File: config.mk
export PLATFORM = sky130hd
export DESIGN_NAME = uart_tx_param
export DESIGN_NICKNAME = d
export VERILOG_FILES = /design/src/rtl/uart_pkg.sv /design/src/rtl/uart_tx_param_baud_tick_gen.sv /design/src/rtl/uart_tx_param.sv
export SDC_FILE = /design/constraint.sdc
export NUM_CORES = 1
export LEC_CHECK = 0
export CAP_MARGIN = 5
export CORE_MARGIN = 2
export CORE_UTILIZATION = 29
export CTS_CLUSTER_SIZE = 30
export DETAILED_ROUTE_END_ITERATION = 16
export PLACE_DENSITY_LB_ADDON = 0.1
export SKIP_LAST_GASP = 1
export SYNTH_ARGS = -nofsm -noshare
export SYNTH_HDL_FRONTEND = slang
export SYNTH_SLANG_ARGS = --single-unit
File: constraint.sdc
create_clock -name clk -period 2.1 [get_ports clk]
set_input_delay 0.21 -clock clk [delete_from_list [all_inputs] [get_ports clk]]
set_output_delay 0.21 -clock clk [all_outputs]
set_load 0.03 [all_outputs]
File: src/rtl/uart_pkg.sv
// Shared UART definitions: parity modes, transmitter FSM states, and the
// clocks-per-bit calculation reused by the receiver.
package uart_pkg;

  localparam int unsigned PAR_NONE = 0;
  localparam int unsigned PAR_ODD  = 1;
  localparam int unsigned PAR_EVEN = 2;

  typedef enum logic [2:0] {
    ST_IDLE,
    ST_START,
    ST_DATA,
    ST_PARITY,
    ST_STOP
  } tx_state_t;

  // Clocks per bit, rounded to nearest.
  function automatic int unsigned calc_div(input int unsigned clk_freq,
                                           input int unsigned baud);
    return (clk_freq + baud / 2) / baud;
  endfunction

endpackage

File: src/rtl/uart_tx_param_baud_tick_gen.sv
// Bit-period counter 0..DIV-1 with synchronous restart; tick_c marks the
// last cycle of each bit period.
module baud_tick_gen #(
  parameter int unsigned DIV = 217
) (
  input  logic clk,
  input  logic rst,
  input  logic restart,
  output logic tick_c
);

  localparam int unsigned CNT_W = (DIV > 1) ? $clog2(DIV) : 1;

  logic [CNT_W-1:0] cnt;

  assign tick_c = (cnt == CNT_W'(DIV - 1));

  always_ff @(posedge clk) begin
    if (rst || restart) begin
      cnt <= '0;
    end else if (tick_c) begin
      cnt <= '0;
    end else begin
      cnt <= cnt + CNT_W'(1);
    end
  end

endmodule

File: src/rtl/uart_tx_param.sv
// Parametrised UART transmitter with a one-word holding register so that
// consecutive frames leave the line with no idle gap.
module uart_tx_param
  import uart_pkg::*;
#(
  parameter int unsigned CLK_FREQ  = 25000000,
  parameter int unsigned BAUD      = 115200,
  parameter int unsigned DATA_BITS = 8,
  parameter int unsigned PARITY    = 0,
  parameter int unsigned STOP_BITS = 1
) (
  input  logic                 clk,
  input  logic                 rst,
  input  logic                 TxD_start,
  input  logic [DATA_BITS-1:0] TxD_data,
  output logic                 TxD,
  output logic                 TxD_busy,
  output logic                 TxD_active
);

  localparam int unsigned DIV   = calc_div(CLK_FREQ, BAUD);
  localparam int unsigned IDX_W = 4;

  if (DIV < 2) begin : g_bad_div
    $error("uart_tx_param: CLK_FREQ/BAUD gives fewer than 2 clocks per bit");
  end
  if (DATA_BITS < 5 || DATA_BITS > 9) begin : g_bad_data_bits
    $error("uart_tx_param: DATA_BITS must be 5..9");
  end
  if (STOP_BITS < 1 || STOP_BITS > 2) begin : g_bad_stop_bits
    $error("uart_tx_param: STOP_BITS must be 1 or 2");
  end
  if (PARITY > PAR_EVEN) begin : g_bad_parity
    $error("uart_tx_param: PARITY must be 0, 1 or 2");
  end

  tx_state_t            state_q, state_n;
  logic [IDX_W-1:0]     idx_q, idx_n;
  logic [DATA_BITS-1:0] sh_q, sh_n;
  logic                 par_q, par_n;
  logic                 tx_n, active_n;
  logic                 load, restart, baud_tick;
  logic                 hold_full;
  logic [DATA_BITS-1:0] hold_data;

  baud_tick_gen #(.DIV(DIV)) u_baud (
    .clk     (clk),
    .rst     (rst),
    .restart (restart),
    .tick_c  (baud_tick)
  );

  assign TxD_busy = hold_full;

  // Shifter next state; a load from the holding register overrides everything.
  always_comb begin
    state_n  = state_q;
    idx_n    = idx_q;
    sh_n     = sh_q;
    par_n    = par_q;
    load     = 1'b0;
    restart  = 1'b0;
    tx_n     = 1'b1;
    active_n = 1'b0;

    case (state_q)
      ST_IDLE: begin
        restart = 1'b1;
        load    = hold_full;
      end
      ST_START: begin
        if (baud_tick) begin
          state_n = ST_DATA;
          idx_n   = '0;
        end
      end
      ST_DATA: begin
        if (baud_tick) begin
          if (idx_q == IDX_W'(DATA_BITS - 1)) begin
            state_n = (PARITY != PAR_NONE) ? ST_PARITY : ST_STOP;
            idx_n   = '0;
          end else begin
            idx_n = idx_q + IDX_W'(1);
            sh_n  = sh_q >> 1;
          end
        end
      end
      ST_PARITY: begin
        if (baud_tick) begin
          state_n = ST_STOP;
          idx_n   = '0;
        end
      end
      ST_STOP: begin
        if (baud_tick) begin
          if (idx_q == IDX_W'(STOP_BITS - 1)) begin
            idx_n = '0;
            if (hold_full) begin
              load = 1'b1;
            end else begin
              state_n = ST_IDLE;
            end
          end else begin
            idx_n = idx_q + IDX_W'(1);
          end
        end
      end
      default: state_n = ST_IDLE;
    endcase

    if (load) begin
      state_n = ST_START;
      idx_n   = '0;
      sh_n    = hold_data;
      par_n   = (PARITY == PAR_ODD) ? ~(^hold_data) : (^hold_data);
      restart = 1'b1;
    end

    case (state_n)
      ST_START:  tx_n = 1'b0;
      ST_DATA:   tx_n = sh_n[0];
      ST_PARITY: tx_n = par_n;
      default:   tx_n = 1'b1;
    endcase
    active_n = (state_n != ST_IDLE);
  end

  always_ff @(posedge clk) begin
    if (rst) begin
      state_q    <= ST_IDLE;
      idx_q      <= '0;
      sh_q       <= '0;
      par_q      <= 1'b0;
      TxD        <= 1'b1;
      TxD_active <= 1'b0;
      hold_full  <= 1'b0;
      hold_data  <= '0;
    end else begin
      state_q    <= state_n;
      idx_q      <= idx_n;
      sh_q       <= sh_n;
      par_q      <= par_n;
      TxD        <= tx_n;
      TxD_active <= active_n;
      // Load and accept are exclusive: load needs a full register, accept an empty one.
      if (load) begin
        hold_full <= 1'b0;
      end else if (TxD_start && !hold_full) begin
        hold_full <= 1'b1;
        hold_data <= TxD_data;
      end
    end
  end

endmodule

After elaboration in Yosys (flattened, before gate mapping) --
Cells that the tools add are included.
Word-level totals: register bits after elaboration 35, logic and storage cells 69, output and inout bits 3, bits of input ports 11
Operators by class: reduce and logical (&&, ||, !) cells 16, muxes and demuxes 27, bitwise logic cells 1, equal/unequal tests 13, add/subtract/negate cells 2
Operators by type and width (number):
- $mux W8 | 4
- $mux W3 | 8
- $mux W4 | 5
- $pmux W3 S5 | 1
- $eq A3 B2 Y1 const B | 4
- $pmux W4 S3 | 1
- $add A8 B1 Y8 const B | 1
- $eq A8 B8 Y1 const B | 1
- $reduce_xor A8 Y1 | 1
- $eq A3 B1 Y1 const B | 2
- $mux W1 | 6
- $ne A2 B2 Y1 const B | 3
- $reduce_bool A3 Y1 | 2
- $reduce_or A2 Y1 | 3
- $add A4 B1 Y4 const B | 1
- $eq A4 B3 Y1 const B | 1
- $logic_not A4 Y1 | 1
- $reduce_and A4 Y1 | 1
- $reduce_bool A2 Y1 | 2
- $eq A3 B3 Y1 const B | 1
- $logic_not A3 Y1 | 1
- $pmux W1 S3 | 1
- $reduce_and A3 Y1 | 1
- $ne A2 B1 Y1 const B | 1
- other kinds (6) | 6

Logic depth before layout (Yosys ltp) --
depth after elaboration 7, depth in mapped cells 8, depth with buffers taken out 7

Modules after synthesis --
A second synthesis with hierarchy kept.
Second synthesis, totals: cells, all modules 190, area total of the unflattened synthesis 1735.4 um2
By module, submodules not included:
- uart_tx_param | times used 1, cells an instance 150, seq. area each 540.5 um2, area each 1370.1 um2
- baud_tick_gen | times used 1, cells an instance 40, seq. area each 160.2 um2, area each 365.4 um2

Worst setup path before layout --
Ideal clock, no wire load.
path kind reg-to-reg, from register u_baud.cnt[0], to register u_baud.cnt[2], arrival time 1622 ps, clock period less this slack 1686 ps, data required time 2036 ps, setup time 64 ps, setup slack 414 ps, cell stages (with the launch flop) 9, buffers on the path 2, cells stage by stage dfxtp_1 inv_1 ha_1 and4bb_4 and2_4 buf_6 or3_1 buf_6 nor2_1
Between the ends: longest elaborated chain between the ends 6, elaborated cells between the ends (all ways) 7, classes of those cells add/sub: 1; eq/ne: 1; mux: 3; reduce/logical: 2
Ends and longest elaborated chain:
- start: declaration | RTL line uart_tx_param_baud_tick_gen.sv:14 | logic [CNT_W-1:0] cnt;
- start signal: assignment | RTL line uart_tx_param_baud_tick_gen.sv:24 | cnt <= cnt + CNT_W'(1);
- $eq A8 B8 Y1 | RTL line uart_tx_param_baud_tick_gen.sv:16 | assign tick_c = (cnt == CNT_W'(DIV - 1));
- $mux W1 | RTL line uart_tx_param.sv:95 | if (baud_tick) begin
- $pmux W1 S2 | RTL line uart_tx_param.sv:66 | case (state_q)
- $mux W1 | RTL line uart_tx_param.sv:111 | if (load) begin
- $logic_or A1 B1 Y1 | RTL line uart_tx_param_baud_tick_gen.sv:19 | if (rst || restart) begin
- $reduce_or A2 Y1 (no source line)
Parallel ways exist; a longest one is shown, timed or not. A chain may end at the register's enable or synchronous reset.

Worst setup path after layout --
from register state_q[0], to register idx_q[3]
Between the ends: longest elaborated chain between the ends 4, elaborated cells between the ends (all ways) 14, classes of those cells eq/ne: 7; mux: 2; reduce/logical: 5
Ends and longest elaborated chain:
- start: declaration | RTL line uart_tx_param.sv:37 | tx_state_t state_q, state_n;
- start signal: assignment | RTL line uart_tx_param.sv:139 | state_q <= state_n;
- $eq A3 B2 Y1 / $eq A3 B1 Y1 (equally long branches) | RTL line uart_tx_param.sv:66
- $reduce_or A2 Y1 (no source line)
- $ne A2 B1 Y1 (no source line) / $reduce_bool A3 Y1 (equally long branches)
- $reduce_and A4 Y1 (no source line)
- end signal: assignment | RTL line uart_tx_param.sv:140 | idx_q <= idx_n;
- end: declaration | RTL line uart_tx_param.sv:38 | logic [IDX_W-1:0] idx_q, idx_n;
Parallel ways exist; a longest one is shown, timed or not.

==> summary.md <==
| Metric | Value |
|---|---|
| Outcome | completed |
| # DRC | 0 |
| Via/cell ratio | 4.83 |
| Die Span Y | 80.2 um |
| Die Wd | 80.2 um |
| Peak VDD IR | 0.000352 V |
| Initial antenna violation count | 0 |
| Layout cells sized above 1 | 0.0980 |
| Final Hold Viols | 0 |
| RePlAce Congestion | 0.790 |
| WP data arrival | 2040 ps |
| Cell with the most instances after synthesis | dfxtp_1 |
| Leakage | 0.821 nW |
| Worst Skew | 7.23 ps |
| CTS tree | yes |
| Pwr dens | 774 nW/um^2 |
| Final period util | 0.893 |
| CP Max Fanout | 8 |
| Port Buffers | 13 |
| DR WL/cell | 12.1 um |
| Ant. Diodes | 0 |
| Final setup viols | 0 |
| Met1 usage | 0.156 |
| Routed Antenna Nets | 0 |
| FF+latch count, synth | 35 |
| Critical path type | register to register |
| Util after Layout | 0.366 |
| Initial DRC count | 52 |
| Vias in the first global route | 1312 |
| Nets@finish | 218 |
| RSZ-0062 raised after global routing | false |
| Avg Inst Size Synth | 9.15 um^2 |
| CTS resizes | 0 |
| Area Overhead vs Synth | 20.5% |
| Maxcap violations | 0 |
| Worst slew pin tran | 543 ps |
| Buffer levels on the longest clock path | 2 |
| Post-synth EDFFs | 0 |
| Synth Flop Type | dfxtp_1 |
| Setup bufs post-CTS | 0 |
| Total GRT Usage | 0.116 |
| Setup TNS Final | 0 ps |
| CTS Sinks | 35 |
| Largest net degree at the start of global routing | 18 |
| WP data required | 2260 ps |
| Global-route wire length before repair | 5.92 mm |
| Cell taking the most area after synthesis | dfxtp_1 |
| Mapped Area | 1680 um^2 |
| CTS buffer count | 5 |
| Io pins | 14 |
| Post-Route WL | 3.35 mm |
| Fin crit period | 1880 ps |
| Synth Net Count | 199 |
| Synth Instances | 184 |
| Max H-tree Level | 2 |
| Global route hottest layer | met2 |
| Core Region | 5540 um^2 |
| Initial core utilization | 0.304 |
| CTS Root Cell | clkbuf_8 |
| Clk slew on worst S/H paths | 80 ps |
| Drt first pass iters | 4 |
| Worst hold-check path type | register to register |
| Via count | 1332 |
| Synth cell count leaders | dfxtp_1 (35), nor2_1 (31), mux2i_1 (15), nand3_1 (10) |
| GR Util met2 | 0.173 |
| Fmax | 533 MHz |
| Site row count | 27 |
| Grt met3 use | 0.0371 |
| Sequential share of the synthesized area | 0.416 |
| Ranking of synthesized cells by area | dfxtp_1 (42%), mux2i_1 (8.9%), nor2_1 (6.9%) |
| Critical Path Start Type | register |
| Total global routing overflow | 0 |
| Synth cell types | 37 |
| Ys Warns | 0 |
| Pins Over Slew Limit | 0 |
| Hpwl dp | 2.52 mm |
| Die ar. | 6430 um^2 |
| Setup crit end kind | register |
| Hold buffers post-CTS | 0 |
| Latest clock arrival within the worst-skew pair | 290 ps |
| Rel. slew slack | 0.638 |
| Share of Yosys cell area claimed by the top area cell type | 0.416 |
| Post-synth ARST share | 0 |
[layer usage]
metal,up-vias,part of all wire
met4,0,0.016
met3,12,0.038
met2,29,0.43
li1,676,-
met1,615,0.51
met5,-,0
[cell type report]
cell class | instances | area, um^2
Clock inverter | 2 | 38.8
Clock buffer | 6 | 82.6
Timing Repair Buffer | 20 | 183
Sequential cell | 35 | 701
Multi-Input combinational cell | 136 | 915
Inverter | 5 | 18.8
Fill cell | 600 | 3510
Tap cell | 72 | 90.1
[per-stage QoR]
step	power [W]	hold slack, ps	cell area (um^2)	worst slack, ps	instances
2_1_floorplan	0.000870	296	1680	414	184
3_3_place_gp	0.000933	458	1910	297	268
3_5_place_dp	0.000935	469	1910	294	268
4_1_cts	0.00160	482	2030	270	276
5_1_grt	0.00165	518	2030	125	276
6_report	0.00157	481	2030	225	276
[final timing paths]
path / slack [ps] / to / startpoint / cells past startpoint
worst max-delay path: 220 / idx_q[3] / state_q[0] / 5
worst max register to register: 220 / idx_q[3] / state_q[0] / 5
worst min register to register: 480 / sh_q[7] / sh_q[7] / 2
worst min-delay path: 480 / sh_q[7] / sh_q[7] / 2
[cell usage in the layout (no fill, tap or decap), drive strengths merged, types with 4 or more instances in the layout]
master          n
nor2           32
xnor2           8
ha              4
nand2           5
dfxtp          35
nand3          10
a21oi           7
clkbuf          6
buf             7
a211oi          8
and3            4
nor3b           4
clkdlybuf4s50  13
inv             6
mux2i          15
nand2b          4
xor2            5
[kinds of logic (layout without fill, tap and decap cells)]
family	after synthesis	in the layout	synth area share
xor gates and xnor gates	13	13	0.0677
adders and majority gates	4	4	0.0297
muxes	16	16	0.0959
DFF	35	35	0.416
AOI/OAI and AO/OA	30	30	0.123
and+or+nand+nor	73	73	0.228
buffers and inverters	13	33	0.0401
[worst max-delay path, stage by stage (launching register included)]
cell,delay (ps)
dfxtp_1,390
nor3b_1,510
mux2_2,390
o21a_1,180
a31oi_1,190
a21oi_1,90
[sequential cells by signal (all words and copies together) (netlist names)]
| register | cells |
|---|---|
| u_baud.cnt | 8 |
| TxD | 1 |
| TxD_busy | 1 |
| par_q | 1 |
| TxD_active | 1 |
| hold_data | 8 |
| sh_q | 8 |
| state_q | 3 |
| idx_q | 4 |
[report_power, final]
group | internal [W] | leakage, nW | switching, W | total, W
registers | 0.000699 | 0.286 | 0.0000250 | 0.000724
clock network | 0.000391 | 0.0618 | 0.000263 | 0.000654
logic | 0.0000985 | 0.473 | 0.0000938 | 0.000192
Note: power is estimated with default switching activity, not from simulation.
==> patch 1 (same flow settings) <==
`sh_q` no longer has a reset.
--- a/src/rtl/uart_tx_param.sv
+++ b/src/rtl/uart_tx_param.sv
@@ -129,7 +129,6 @@
     if (rst) begin
       state_q    <= ST_IDLE;
       idx_q      <= '0;
-      sh_q       <= '0;
       par_q      <= 1'b0;
       TxD        <= 1'b1;
       TxD_active <= 1'b0;
@@ -138,7 +137,6 @@
     end else begin
       state_q    <= state_n;
       idx_q      <= idx_n;
-      sh_q       <= sh_n;
       par_q      <= par_n;
       TxD        <= tx_n;
       TxD_active <= active_n;
@@ -152,5 +150,9 @@
     end
   end
 
+  always_ff @(posedge clk) begin
+    sh_q <= sh_n;
+  end
+
 endmodule
 
Behaviour: no difference found for any inputs over 10 cycles, from zero or initial values and one cycle with rst high; that may be too few to reach the edited logic, so the function may still have changed.
==> patch 1 against the original RTL <==
  * Maximum frequency fell by 5.6%
  * Power fell by 11%
  * Critical path type unchanged
  * Routed wire length rose by 4.8%
  * First-iteration DRC count fell by 23%
  * Critical endpoint is now sh_q[6]
  * Design area rose by 1.0%
  * Worst setup slack got worse by 0.11 ns
  * Area after synthesis fell by 1.6%
  * Utilization rose by 0.61 points
  * Sequential cell count did not move
==> patch 1: results (changes against the original RTL) <==
run_status: "finished clean"
clkPwrFrac: 0.329  # -0.087
avgRoutedWirePerCell_um: 13.0  # +7.2%
route.vias.total: 1295  # -2.8%
cp.arrival_ns: 1.98  # -0.06 ns
numPlacedInstances: 262  # -2.2%
largest_net_degree_at_the_start_of_global_routing: 12  # -6
drt_iter0_markers: 40  # -23%
postPlaceCellArea_um2: 1940  # +1.8%
finish.net_count: 212  # -2.8%
power.share.switching: 0.248  # +0.00520
track_usage: 0.122  # +0.00674
drt-total-wl_mm: 3.51  # +4.8%
cts_max_path_buffers: 2  # unchanged
globalplace.congestion: 0.807  # +2.1%
reg2regPathDepth: 6  # +1
async_set_or_reset_flop_fraction_in_the_synthesized_netlist: 0  # unchanged
max_frequency_mhz: 503  # -5.6%
syn_inst: 171  # -7.1%
yosysTopAreaCellShare: 0.338  # -0.0780
netlist-cell-type-count: 42  # +14%
finalClockSkew_ns: 0.00526  # -0.00197 ns
synth-compound-area-share: 0.128  # +0.00572
timing.critical_path.fanout_max: 7  # -1
critPathCapture: "sh_q[6]"
cts_resized: 1  # +1
post_synth_xor_area_fraction: 0.0687  # +0.00107
dp_hpwl_mm: 2.60  # +3.1%
power_sequential_w: 0.000736  # +2%
drv_cap: 0  # unchanged
r2r-start: "idx_q[1]"
via_count_of_the_first_global_routing_pass: 1257  # -4.2%
grt_pass1_wl_mm: 5.84  # -1.4%
synthMuxAreaShare: 0.0619  # -0.0340
cts_root_buffer: "clkbuf_8"
area_contributors_post_synth: "dfxtp_1, edfxtp_1, nor2_1"
pre_cts_ws_ns: 0.0212  # -0.273 ns
leakage_power_of_the_design_nw: 0.764  # -7.0%
vdd.ir_drop.worst_mv: 0.281  # -20%
synth.net_count: 186  # -6.5%
worstSkewPairLatency_ns: 0.28
synth_fa_ha_area_frac: 0.0302  # +0.000472
pg_clk_w: 0.000459  # -30%
post_synth_most_frequent_cells: "dfxtp_1, nor2_1, nand3_1, mux2i_1, xnor2_1"
relSlewSlack: 0.734  # +0.0962
io_buffer_count: 13  # unchanged
final_layout_size_suffix_gt1_frac: 0.146  # +0.0484
synth_enable_flop_cells: 7  # +7
synth_seq_area_share: 0.465  # +0.0489
-- patch 1: cell count changes in the layout (fill, tap and decap cells not counted), moves of 3 or more --
cell,unedited run,this run
edfxtp_1,0,7
nand4b_1,3,0
nor3b_1,4,0
dfxtp_1,35,28
buf_4,7,13
a211oi_1,8,2
a22o_1,0,6
nor2_1,31,24
mux2i_1,15,8
-- patch 1: critical path, cell delays in order, from the launching register on --
cell and delay, ns:
dfxtp_1 0.34, inv_1 0.07, ha_1 0.15, or3b_1 0.40, or3_4 0.37, a21oi_4 0.18, or2_4 0.20
-- patch 1: layer usage --
metal / global-route usage / part of all wire / vias to the layer above
li1: - / - / 657
met1: 0.150 / 0.47 / 615
met2: 0.197 / 0.50 / 19
met3: 0.0317 / 0.026 / 4
met4: 0.0621 / 0.011 / 0
met5: 0 / 0 / -
-- patch 1: layout make-up --
type | instances | area, µm²
fill | 570 | 3460
timing repair buffer | 26 | 228
inverter | 7 | 26.3
clock buffer | 6 | 72.6
multi-input combinational | 122 | 855
clock inverter | 2 | 7.51
tap | 72 | 90.1
sequential | 35 | 771
-- patch 1: per-stage QoR --
step | utilization | hold WS, ns
finish | 0.372 | 0.501
global route | 0.372 | 0.517
CTS | 0.368 | 0.504
detailed placement | 0.353 | 0.494
global placement | 0.353 | 0.472
floorplan | - | 0.279
-- patch 1: worst min-delay path by stage --
stage / startpoint / end / slack, ns / cells past startpoint
6_report: idx_q[1] / idx_q[1] / 0.50 / 2
5_1_grt: idx_q[1] / idx_q[1] / 0.52 / 2
4_1_cts: idx_q[1] / idx_q[1] / 0.50 / 2
3_5_place_dp: idx_q[1] / idx_q[1] / 0.49 / 2
3_3_place_gp: idx_q[1] / idx_q[1] / 0.47 / 2
2_1_floorplan: rst / TxD_active / 0.28 / 1
==> patch 2 (config.mk and constraints unchanged) <==
Without the edit above. The parameter `DATA_BITS` goes from 8 to 7.
--- a/src/rtl/uart_tx_param.sv
+++ b/src/rtl/uart_tx_param.sv
@@ -5,7 +5,7 @@
 #(
   parameter int unsigned CLK_FREQ  = 25000000,
   parameter int unsigned BAUD      = 115200,
-  parameter int unsigned DATA_BITS = 8,
+  parameter int unsigned DATA_BITS = 7,
   parameter int unsigned PARITY    = 0,
   parameter int unsigned STOP_BITS = 1
 ) (
Interface: changed (resized TxD_data); port bits go from 14 to 13. No check against the original RTL was run, so the function may have changed too.
==> patch 2 against the original RTL <==
  * Sequential cell count decreased by 2
  * Clock skew decreased by 0.0027 ns
  * Final cell count increased by 2.5%
  * Power decreased by 13%
  * Via count increased by 2.0%
  * Hold slack got worse by 0.0087 ns
  * Area after synthesis increased by 1.1%
  * Design area increased by 3.0%
  * Sequential share of layout area decreased by 2.9 points
  * Critical path type unchanged
  * Worst setup slack got worse by 0.16 ns
  * Routed wire length increased by 4.2%
  * Non-clock buffer count increased by 8
  * Sequential power decreased by 6.4%
==> patch 2: results (changes against the original RTL) <==
area_contributors_post_synth: "dfxtp_1, mux2i_1, nor2_1"
worstSkewPairLatency_ns: 0.28
largest_registers: "u_baud.cnt: 8 flops, hold_data: 7 flops, sh_q: 7 flops"
post_synth_most_frequent_cells: "dfxtp_1, nor2_1, mux2i_1, xor2_1, nand3_1"
cp.arrival_ns: 2.21  # +0.17 ns
dp_hpwl_mm: 2.69  # +6.7%
track_usage: 0.122  # +0.00593
htree_num_levels: 2  # unchanged
run_status: "finished clean"
synth.net_count: 199  # unchanged
worst_hold_path_type: "reg -> reg"
finalNonFillerCells: 283  # +2.5%
vdd.ir_drop.worst_mv: 0.310  # -12%
largest_net_degree_at_the_start_of_global_routing: 17  # -1
leakage_power_of_the_design_nw: 0.856  # +4.2%
io_buffer_count: 12  # -1
syn_inst: 183  # -0.54%
async_set_or_reset_flop_fraction_in_the_synthesized_netlist: 0  # unchanged
p_sw_w: 0.000355  # -7.0%
average_via_count_per_standard_cell: 4.80  # -0.57%
antenna_violations_before_repair: 0  # unchanged
netlist-cell-type-count: 46  # +24%
timing.critical_path.fanout_max: 3  # -5
finish.net_count: 226  # +3.7%
cts_root_buffer: "clkbuf_8"
numPlacedInstances: 273  # +1.9%
drt-total-wl_mm: 3.49  # +4.2%
dr.pass1.iters: 4  # unchanged
synth_seq_area_share: 0.388  # -0.0281
cts_max_path_buffers: 2  # unchanged
synth_warnings: 0  # unchanged
via_count_of_the_first_global_routing_pass: 1387  # +5.7%
globalplace.congestion: 0.794  # +0.51%
synth_enable_flop_cells: 0  # unchanged
cts_made_buffers: 5  # unchanged
finalClockSkew_ns: 0.00449  # -0.00273 ns
least_margin_pin_slew_ns: 0.336  # -0.207 ns
worst_setup_hold_path_clk_slew_ns: 0.06  # -0.02 ns
drt_iter0_markers: 44  # -15%
final_layout_size_suffix_gt1_frac: 0.190  # +0.0915
grt_pass1_wl_mm: 6.20  # +4.7%
diodes: 0  # unchanged
postPlaceCellArea_um2: 1980  # +4.0%
## patch 2: changes by cell type after synthesis, moves of 3 or more
cell / delta
a211oi_1: -8
a211oi_2: +5
mux2i_1: -3
nand2b_1: -4
nand4b_1: -3
nor3_1: +5
nor3b_1: -3
o22ai_1: +4
xor2_1: +4
## patch 2: final timing paths
kind	from	end	slack, ns	cells past startpoint
max	idx_q[0]	TxD	0.07	8
min	sh_q[6]	sh_q[6]	0.47	2
max reg2reg	idx_q[0]	TxD	0.07	8
min reg2reg	sh_q[6]	sh_q[6]	0.47	2
## patch 2: repair_timing
item                                   4_1_cts  5_1_grt
setup endpoints to repair                    0        9
setup buffers                                0        2
resized for setup                            0        3
endpoints found under the hold margin        0        0
## patch 2: cells by family after synthesis
group,after synthesis,synth area share
and+or+nand+nor,75,0.245
muxes,12,0.0706
buffers and inverters,15,0.0426
adders and majority gates,6,0.0441
AOI/OAI and AO/OA,27,0.132
DFF,33,0.388
xor gates and xnor gates,15,0.0772
## patch 2: stage by stage
step	hold slack, ns	power (W)	setup WS (ns)
6_report	0.473	0.00136	0.0666
5_1_grt	0.517	0.00143	-0.0578
4_1_cts	0.482	0.00138	0.0511
3_5_place_dp	0.472	0.000918	0.0722
3_3_place_gp	0.466	0.000915	0.0696
2_1_floorplan	0.294	0.000845	0.106
## patch 2: area by class of cell
type                            count  area [µm²]
Tap cell                           72        90.1
Clock buffer                        7        76.3
Sequential cell                    33         661
Fill cell                         587        3480
Multi-Input combinational cell    135         976
Inverter                            7        26.3
Clock inverter                      1        7.51
Timing Repair Buffer               28         253
## patch 2: layer usage
layer  share of wire  GRT usage
met1            0.47      0.154
met3           0.046     0.0281
met2            0.47      0.203
met4           0.013     0.0407
met5               0          0
## patch 2: critical path, stage by stage, from the launching register on
cell and delay (ns):
dfxtp_1 0.31, inv_1 0.07, ha_1 0.15, or3b_4 0.38, buf_4 0.15, or4_4 0.52, nand3_2 0.09, nor3_2 0.05
o41ai_2 0.22
## patch 2: power by group through the flow
stage / logic (W) / clock network (W) / registers (W)
global placement: 0.000223 / 0 / 0.000692
floorplan: 0.000146 / 0 / 0.000699
detailed placement: 0.000226 / 0 / 0.000692
global route: 0.000253 / 0.000497 / 0.000682
finish: 0.000229 / 0.000456 / 0.000678
CTS: 0.000226 / 0.000478 / 0.000678
